===== config.mk =====
export PLATFORM = sky130hd
export DESIGN_NAME = freq_divider
export DESIGN_NICKNAME = d
export VERILOG_FILES = /design/src/rtl/freq_divider.sv
export SDC_FILE = /design/constraint.sdc
export NUM_CORES = 1
export LEC_CHECK = 0
export ABC_AREA = 1
export ABC_CLOCK_PERIOD_IN_PS = 1200
export CAP_MARGIN = 5
export CORE_AREA = 5 5 42 44
export DETAILED_ROUTE_END_ITERATION = 6
export DIE_AREA = 0 0 47 49
export DONT_BUFFER_PORTS = 1
export MAX_ROUTING_LAYER = met4
export PLACE_DENSITY = 0.36
export SLEW_MARGIN = 20
export SYNTH_ARGS = -nofsm -noshare
export SYNTH_HDL_FRONTEND = slang
export SYNTH_SLANG_ARGS = --single-unit
export TNS_END_PERCENT = 30

===== constraint.sdc =====
create_clock -name clk_freq1 -period 1.2 [get_ports clk_freq1]
set_input_delay 0.12 -clock clk_freq1 [delete_from_list [all_inputs] [get_ports clk_freq1]]
set_output_delay 0.12 -clock clk_freq1 [all_outputs]
set_load 0.05 [all_outputs]

===== src/rtl/freq_divider.sv =====
// Integer frequency divider: derives a slow, registered, glitch-free square
// wave from the reference clock. The output is low for LOW cycles, then high
// for HIGH cycles, so the period is DIV cycles.
module freq_divider #(
    parameter int unsigned IN_FREQ  = 50_000_000,
    parameter int unsigned OUT_FREQ = 480_000
) (
    input  logic clk_freq1,
    input  logic rst_n_key1,
    output logic freq_2
);

    // Division ratio, truncated; guarded so a zero OUT_FREQ cannot divide by zero
    localparam int unsigned RATIO = (OUT_FREQ == 0) ? 0 : (IN_FREQ / OUT_FREQ);
    // Ratios below 2 (including OUT_FREQ > IN_FREQ) clamp to a toggle every cycle
    localparam int unsigned DIV   = (RATIO < 2) ? 2 : RATIO;
    // Odd DIV puts the extra cycle in the low phase
    localparam int unsigned HIGH  = DIV / 2;
    localparam int unsigned LOW   = DIV - HIGH;
    // LOW >= HIGH, so LOW-1 is the largest value the counter ever holds
    localparam int unsigned CW    = ($clog2(LOW) < 1) ? 1 : $clog2(LOW);

    // Reject nonsensical frequencies at elaboration time
    generate
        if (IN_FREQ == 0 || OUT_FREQ == 0) begin : g_bad_freq
            $error("freq_divider: IN_FREQ and OUT_FREQ must both be non-zero");
        end
    endgenerate

    localparam logic [CW-1:0] LOW_LAST  = CW'(LOW - 1);
    localparam logic [CW-1:0] HIGH_LAST = CW'(HIGH - 1);

    logic [CW-1:0] cnt_q;
    logic [CW-1:0] cnt_d;
    logic          freq_2_q;
    logic          freq_2_d;

    // Phase counter and output: flip phase at the end of each half period
    always_comb begin
        cnt_d    = cnt_q + CW'(1);
        freq_2_d = freq_2_q;
        if (!freq_2_q && (cnt_q == LOW_LAST)) begin
            cnt_d    = '0;
            freq_2_d = 1'b1;
        end else if (freq_2_q && (cnt_q == HIGH_LAST)) begin
            cnt_d    = '0;
            freq_2_d = 1'b0;
        end
    end

    // State register; reset restarts the waveform at the beginning of the low phase
    always_ff @(posedge clk_freq1 or negedge rst_n_key1) begin
        if (!rst_n_key1) begin
            cnt_q    <= '0;
            freq_2_q <= 1'b0;
        end else begin
            cnt_q    <= cnt_d;
            freq_2_q <= freq_2_d;
        end
    end

    assign freq_2 = freq_2_q;

endmodule


==> results of run 1 <==
## layer usage
layer,share of wire,global-route usage,routed length [um],up-vias
li1,-,-,-,128
met1,0.43,0.0492,222,105
met2,0.47,0.0814,241,6
met3,0.049,0.0332,25,4
met4,0.043,0.0691,22,0
met5,0,-,0,-
## power groups by stage
stage,clock network (mW),logic (mW),registers [mW]
floorplan,0,0.000000116,0.240
global placement,0,0.000000122,0.240
detailed placement,0,0.000000122,0.240
CTS,0.224,0.00713,0.236
global route,0.230,0.00797,0.236
finish,0.209,0.00672,0.236
## worst register-to-register path: stages (launching register included)
cell and delay, ns:
dfrtp_1 0.39, ha_1 0.23, nand2_1 0.06, nor2_1 0.04
nand2_2 0.10, inv_1 0.06, nand2_1 0.05, nand2_1 0.04
## Yosys cell counts
master,count,share of area
nand2_1,10,0.11
dfrtp_1,7,0.53
inv_1,6,0.069
nor2_1,6,0.069
nand2_2,2,0.038
a21oi_1,1,0.015
ha_1,1,0.038
inv_2,1,0.011
nand3_1,1,0.015
nor2_2,1,0.019
nor2_4,1,0.034
o21ai_0,1,0.015
xnor2_1,1,0.027
## sequential cells by signal (all words and copies together) (netlist names)
| name | count |
|---|---|
| cnt_q | 6 |
| freq_2 | 1 |
## how the worst max path moves through the flow
stage                  start  endpoint  slack (ns)  cells past startpoint
floorplan           cnt_q[0]    freq_2        0.19                      7
global placement    cnt_q[0]    freq_2        0.11                      7
detailed placement  cnt_q[0]    freq_2        0.11                      7
CTS                 cnt_q[0]    freq_2        0.10                      7
global route        cnt_q[0]  cnt_q[2]        0.02                      6
finish              cnt_q[0]    freq_2        0.12                      7
## logic make-up after synthesis
family	count (synthesis)
AND/OR/NAND/NOR	21
buffers and inverters	7
flip-flops	7
AO/OA/AOI/OAI	2
XOR/XNOR	1
adder cells (fa/ha/maj)	1
## stage by stage
| step | total power [mW] | hold WS [ns] | cells | setup slack (ns) | instance area, um2 |
|---|---|---|---|---|---|
| floorplan | 0.240 | -0.176 | 39 | 0.193 | 328 |
| global placement | 0.240 | -0.175 | 56 | 0.114 | 355 |
| detailed placement | 0.240 | -0.175 | 56 | 0.106 | 355 |
| CTS | 0.467 | 0.205 | 61 | 0.101 | 392 |
| global route | 0.475 | 0.225 | 61 | 0.0188 | 392 |
| finish | 0.453 | 0.205 | 61 | 0.118 | 392 |
## area by class of cell
cell class	instances	area, um2
multi-input combinational	25	126
clock buffer	4	26.3
fill	165	1010
sequential	7	175
inverter	7	26.3
tap	16	20.0
timing repair buffer	2	17.5
## timing repair
item / 4_1_cts / 5_1_grt
buffers inserted: 0 / 0
endpoints found under the hold margin: 7 / 0
hold buffers: 1 / 0
==> impl_metrics.toml, run 1 <==
[route]
routed_wl_um = 512
dr_total_vias = 243
detail-route-antenna-nets = 0
vias_per_cell = 3.98
routedWlPerCell_um = 8.39
drt-initial-drc-count = 0
firstDrtPassIters = 1
post-route-drc-count = 0

[yosys]
synth_mux_area_frac = 0
ys_seq_area_frac = 0.534
yosysWarnings = 0
synthXorXnorAreaFrac = 0.0267
netlist_instances = 39
synthAdderAreaFrac = 0.0382
ys_ff_latch = 7
avgSynthCellArea_um2 = 8.41
synth_top_family_by_area = "simple AND/OR/NAND/NOR gates"
synth_compound_area_frac = 0.0305
synthSimpleGateAreaFrac = 0.290
synth_fp_nets = 42
synthesis.area_um2 = 328
synthDistinctLibCells = 13

[timing]
final-hold-violation-count = 0
clock_skew_ns = 0.00162
setup_viol = 0
rsz0062_at_grt = "no"
slew_violations = 0
tightest_slew_ns = 0.330
period_share = 0.902
fin_setup_tns_ns = 0
period_minus_slack_ns = 1.08
max_freq_mhz = 924
slew_headroom = 0.779

[power_and_ir_drop]
p_leak_nw = 0.224
switching_share = 0.193
pwr-share-seq = 0.523
p_switching_mw = 0.0872
comb_power_share = 0.015
ir_drop_v = 0.000446
p_clk_frac = 0.463
intPower_mw = 0.365
powerDensity_mw_per_mm2 = 1160

[finish]
fin_nets = 49
diodes = 0
drive_gt1_frac = 0.200
layout_commonest_cell = "nand2_1"
final_cell_mix = "nand2_1, dfrtp_1, nor2_1, inv_1, clkbuf_4"
syn2layout_area_growth_pct = 19.5
finish.utilization = 0.279

[run]
max_cap_violations = 0

[floorplan]
die_area_mm2 = 0.00230
core_area_mm2 = 0.00140
start_util = 0.234
num_rows = 14
dieWidth_um = 47
ios = 3
die_h_um = 49

[clock_network]
clock-sinks = 7
clkLatencyLatePin_ns = 0.25
cts_root_buf = "clkbuf_4"
numCtsBuffers = 3
clk_path_buf_depth = 2
cts.clk_slew.worst_paths_ns = 0.05
cts_htree_levels = 1
cts_tree = "built"
post_cts_resized = 0

[worst_setup_path]
slowest_stage = "dfrtp_1"
r2r_start = "cnt_q[0]"
path_max_fanout = 5
reg2reg_depth = 7
cp_num_buf_inv = 1
path_common_cell = "nand2_1"
crit_path_max_incr_delay_ns = 0.39
cp.required_ns = 1.34
critical_path_class = "flip-flop to flip-flop"
critical-path-top-delay-family = "flip-flops"
endpoint_kind = "flip-flop"
r2r_setup_slack_ns = 0.12
crit_arrival_ns = 1.22
startpoint_type = "flip-flop"
path_cells = "ha_1, nand2_1, nor2_1, nand2_2, inv_1, nand2_1, nand2_1"
worstReg2RegEnd = "freq_2"

[min_path]
hp-class = "primary input to async pin"

[placed_design]
gp_congestion = 0.737
hpwl_um = 404
io_buffers = 0

[global_routing]
track_usage = 0.0595
antenna_found_initial = 0
grt_max_degree = 8
grt.overflow.total = 0
grt_pass1_vias = 230
grt_pass1_wl_um = 841

[status]
status = "complete, no violations"
(Power assumes the default switching activity.)
==> run 2: changes to the inputs <==
--- a/config.mk
+++ b/config.mk
@@ -6,9 +6,10 @@
 export NUM_CORES = 1
 export LEC_CHECK = 0
 export ABC_AREA = 1
-export ABC_CLOCK_PERIOD_IN_PS = 1200
+export ABC_CLOCK_PERIOD_IN_PS = 1350
 export CAP_MARGIN = 5
 export CORE_AREA = 5 5 42 44
+export CTS_CLUSTER_SIZE = 14
 export DETAILED_ROUTE_END_ITERATION = 6
 export DIE_AREA = 0 0 47 49
 export DONT_BUFFER_PORTS = 1
==> constraint.sdc (replaced) <==
create_clock -name clk_freq1 -period 1.35 [get_ports clk_freq1]
set_input_delay 0.135 -clock clk_freq1 [delete_from_list [all_inputs] [get_ports clk_freq1]]
set_output_delay 0.135 -clock clk_freq1 [all_outputs]
set_load 0.05 [all_outputs]
==> run 2 against run 1 <==
Net effect:
- sequential cell count is the same
- worst setup slack better by 0.13 ns
- clock power decreased by 11%
- fmax fell by 1.7%
- first-iteration DRC count up 1
- clock-buffer cell count unchanged
- critical path depth did not move
- non-clock buffer count did not move
- hold slack improved by 0.0077 ns
==> impl_metrics.toml, run 2 (synthesized netlist as in run 1, its figures left out) <==
[status]
status = "complete, no violations"

[global_routing]
grt_pass1_vias = 247
grt_max_degree = 8
track_usage = 0.0646
grt.overflow.total = 0
antenna_found_initial = 0
grt_pass1_wl_um = 931

[worst_setup_path]
cp.required_ns = 1.49
critical_path_class = "flip-flop to flip-flop"
crit_arrival_ns = 1.24
path_max_fanout = 5
endpoint_kind = "flip-flop"
startpoint_type = "flip-flop"

[timing]
period_share = 0.815
clock_skew_ns = 0.00306
slew_headroom = 0.784
fin_setup_tns_ns = 0
max_freq_mhz = 909
period_minus_slack_ns = 1.10
final-hold-violation-count = 0
setup_viol = 0
rsz0062_at_grt = "no"
tightest_slew_ns = 0.323
slew_violations = 0

[floorplan]
start_util = 0.234
num_rows = 14
core_area_mm2 = 0.00140
die_area_mm2 = 0.00230
dieWidth_um = 47
die_h_um = 49
ios = 3

[route]
routed_wl_um = 521
detail-route-antenna-nets = 0
dr_total_vias = 254
routedWlPerCell_um = 8.54
top_layer = "met4"
drt-met1-wl_um = 187
firstDrtPassIters = 2
wl_met2_um = 273
wl_met3_um = 25
post-route-drc-count = 0
drt-initial-drc-count = 1
vias_per_cell = 4.16

[clock_network]
clk_path_buf_depth = 2
cts_tree = "built"
cts_htree_levels = 1
numCtsBuffers = 3
clkLatencyLatePin_ns = 0.25
clock-sinks = 7
post_cts_buffers = 0
cts.clk_slew.worst_paths_ns = 0.05
cts_root_buf = "clkbuf_4"

[finish]
diodes = 0
fin_nets = 49
layout_commonest_cell = "nand2_1"
final_cell_mix = "nand2_1, dfrtp_1, nor2_1, inv_1, clkbuf_4"
syn2layout_area_growth_pct = 19.5
fill_cells = 168
drive_gt1_frac = 0.200
finish.utilization = 0.279
largest_reg_flops = 6
top_register = "cnt_q"

[placed_design]
hpwl_um = 436
io_buffers = 0
gp_congestion = 0.721

[min_path]
hp-class = "primary input to async pin"

[power_and_ir_drop]
ir_drop_v = 0.000419
powerDensity_mw_per_mm2 = 1030
p_leak_nw = 0.224

[run]
max_cap_violations = 0
[run 2: cell counts in the layout (fill, tap and decap cells not counted)]
No cell type changed its count.
[run 2: power by group]
part	switching, mW	total (mW)	internal [mW]
Clock	0.0748	0.187	0.113
Combinational	0.00389	0.00589	0.00199
Sequential	0	0.210	0.210
Total	0.0787	0.404	0.325
[run 2: final timing paths]
path | start | endpoint | slack, ns | depth (start not counted)
setup / recovery | cnt_q[0] | freq_2 | 0.25 | 7
hold / removal | rst_n_key1 | cnt_q[1] | 0.21 | 1
setup reg to reg | cnt_q[0] | freq_2 | 0.25 | 7
hold reg to reg | cnt_q[0] | cnt_q[0] | 0.45 | 1
max in group asynchronous | rst_n_key1 | cnt_q[4] | 0.89 | 1
min in group clk_freq1 | cnt_q[0] | cnt_q[0] | 0.45 | 1
[run 2: per-stage QoR]
| stage | total power, mW | hold WS, ns | setup WS, ns | cells | instance area [um2] |
|---|---|---|---|---|---|
| after floorplan | 0.214 | -0.161 | 0.343 | 39 | 328 |
| after global routing | 0.428 | 0.230 | 0.112 | 61 | 392 |
| after CTS | 0.415 | 0.213 | 0.224 | 61 | 392 |
| final | 0.404 | 0.213 | 0.249 | 61 | 392 |
| after global placement | 0.214 | -0.160 | 0.265 | 56 | 355 |
| after detailed placement | 0.214 | -0.160 | 0.241 | 56 | 355 |
[run 2: routing by layer]
metal / up-vias / track usage
li1: 126 / -
met1: 118 / 0.0559
met2: 5 / 0.0837
met3: 5 / 0.0332
met4: 0 / 0.0829
met5: - / -
[run 2: repair_timing]
action	4_1_cts	5_1_grt
hold buffers	1	0
gates resized for setup	0	0
hold endpoints to repair	7	0
[run 2: area by class of cell]
type                       count  area [um2]  share of cell area
sequential                     7         175               0.447
multi-input combinational     25         126               0.323
clock buffer                   4        26.3              0.0671
inverter                       7        26.3              0.0671
tap                           16        20.0              0.0511
timing repair buffer           2        17.5              0.0447
[run 2: worst max-delay path, stage by stage, from the launching register on]
cell	delay, ns
dfrtp_1	0.39
ha_1	0.23
nand2_1	0.07
nor2_1	0.04
nand2_2	0.10
inv_1	0.07
nand2_1	0.05
nand2_1	0.04
==> run 3: changes to the inputs <==
--- a/config.mk
+++ b/config.mk
@@ -6,7 +6,7 @@
 export NUM_CORES = 1
 export LEC_CHECK = 0
 export ABC_AREA = 1
-export ABC_CLOCK_PERIOD_IN_PS = 1350
+export ABC_CLOCK_PERIOD_IN_PS = 1100
 export CAP_MARGIN = 5
 export CORE_AREA = 5 5 42 44
 export CTS_CLUSTER_SIZE = 14
==> constraint.sdc (replaced) <==
create_clock -name clk_freq1 -period 1.1 [get_ports clk_freq1]
set_input_delay 0.11 -clock clk_freq1 [delete_from_list [all_inputs] [get_ports clk_freq1]]
set_output_delay 0.11 -clock clk_freq1 [all_outputs]
set_load 0.05 [all_outputs]
==> run 3 against run 2 <==
Net effect:
- final area up 6.4%
- sequential cell count unchanged
- fmax up 3.2%
- first-iteration DRC count up 100%
- non-clock buffer count up 1
- routed wire length up 1.9%
- worst setup slack worse by 0.22 ns
- cell count up 1.6%
- clock power up 24%
- utilization up 1.8 points
- sequential power up 23%
- via count down 0.79%
- largest cell class unchanged
==> impl_metrics.toml, run 3 (synthesized netlist as in run 1, its figures left out) <==
[floorplan]
ios = 3
start_util = 0.234
core_area_mm2 = 0.00140
die_area_mm2 = 0.00230
dieWidth_um = 47
die_h_um = 49
num_rows = 14

[finish]
largest_reg_flops = 6
fill_cells = 160
design_area_um2 = 417
fin_nets = 50
layout_commonest_cell = "nand2_1"
final_cell_mix = "nand2_1, dfrtp_1, inv_1"
drive_gt1_frac = 0.283
finish.utilization = 0.297
diodes = 0
syn2layout_area_growth_pct = 27.1
instances_no_fill = 62
top_register = "cnt_q"

[global_routing]
grt_max_degree = 8
grt_pass1_wl_um = 862
grt_pass1_vias = 234
track_usage = 0.0581
grt.overflow.total = 0
antenna_found_initial = 0

[worst_setup_path]
crit_arrival_ns = 1.21
critical_path_class = "flip-flop to flip-flop"
endpoint_kind = "flip-flop"
path_common_cell = "nand2_2"
startpoint_type = "flip-flop"
cp.required_ns = 1.24
path_max_fanout = 5
path_cells = "ha_4, nand2_2, nor2_2, nand2_2, o21ai_1, nor2_1"
slowest_stage = "dfrtp_1"
crit_path_max_incr_delay_ns = 0.40

[timing]
max_freq_mhz = 938
final-hold-violation-count = 0
slew_violations = 0
period_minus_slack_ns = 1.07
setup_ws_ns = 0.0339
fin_setup_tns_ns = 0
timing.hold.ws_ns = 0.181
slew_headroom = 0.794
setup_viol = 0
rsz0062_at_grt = "yes"
clock_skew_ns = 0.00195
tightest_slew_ns = 0.308
period_share = 0.969

[clock_network]
cts_tree = "built"
numCtsBuffers = 3
cts_htree_levels = 1
clk_path_buf_depth = 2
clock-sinks = 7
clkLatencyLatePin_ns = 0.25
cts_root_buf = "clkbuf_4"
cts.clk_slew.worst_paths_ns = 0.05

[placed_design]
gp_congestion = 0.793
dp_slack_ns = 0.0167
io_buffers = 0
postPlaceCellArea_um2 = 363
hpwl_um = 411
dp_cells = 57

[power_and_ir_drop]
ir_drop_v = 0.000460
switching_share = 0.197
intPower_mw = 0.399
pwr-share-seq = 0.519
p_switching_mw = 0.0980
comb_power_share = 0.014
p_leak_nw = 0.228
powerDensity_mw_per_mm2 = 1190
power_mw = 0.497
p_clk_frac = 0.467

[min_path]
hp-class = "primary input to async pin"

[route]
drt-initial-drc-count = 2
detail-route-antenna-nets = 0
post-route-drc-count = 0
dr_total_vias = 252
vias_per_cell = 4.06
routedWlPerCell_um = 8.56
firstDrtPassIters = 4
routed_wl_um = 531

[status]
status = "complete, no violations"

[run]
max_cap_violations = 0
-- run 3: cell types whose count changed in the layout (fill, tap and decap cells not counted), sizes merged --
cell	change
buf	+1
-- run 3: metal layers --
layer | vias to the layer above | GRT usage | part of all wire
met2 | 8 | 0.0792 | 0.49
met5 | - | - | 0
met1 | 112 | 0.0537 | 0.40
li1 | 127 | - | -
met3 | 5 | 0.0111 | 0.049
met4 | 0 | 0.0829 | 0.068
-- run 3: final timing paths --
check,cells past startpoint,endpoint,slack (ns),startpoint
min in group clk_freq1,2,freq_2,0.52,freq_2
setup / recovery,6,cnt_q[2],0.03,cnt_q[1]
setup reg to reg,6,cnt_q[2],0.03,cnt_q[1]
max in group asynchronous,1,cnt_q[4],0.69,rst_n_key1
hold / removal,1,cnt_q[2],0.18,rst_n_key1
hold reg to reg,2,freq_2,0.52,freq_2
-- run 3: critical path: cells and delay by family (launching register included) --
kind	cells	cell delay, ns
AOI/OAI and AO/OA	1	0.09
adders and majority gates	1	0.16
and+or+nand+nor	4	0.31
DFF	1	0.40
-- run 3: cell type report --
type	instances	area, um2	share of cell area
clock buffer	4	26.3	0.0631
inverter	7	26.3	0.0631
multi-input combinational	25	144	0.345
sequential	7	175	0.420
tap	16	20.0	0.0480
timing repair buffer	3	25.0	0.0601
-- run 3: power by group through the flow --
stage / registers, mW / clock network, mW / logic [mW]
finish: 0.258 / 0.232 / 0.00699
global route: 0.257 / 0.259 / 0.00827
CTS: 0.258 / 0.243 / 0.00748
detailed placement: 0.262 / 0 / 0.000000126
global placement: 0.262 / 0 / 0.000000126
floorplan: 0.262 / 0 / 0.000000116
-- run 3: timing repair --
action	in CTS	in global routing
buffers inserted	0	0
hold endpoints to repair	7	0
hold buffers	1	0
gates resized for setup	0	5
endpoints found under the setup margin	0	5
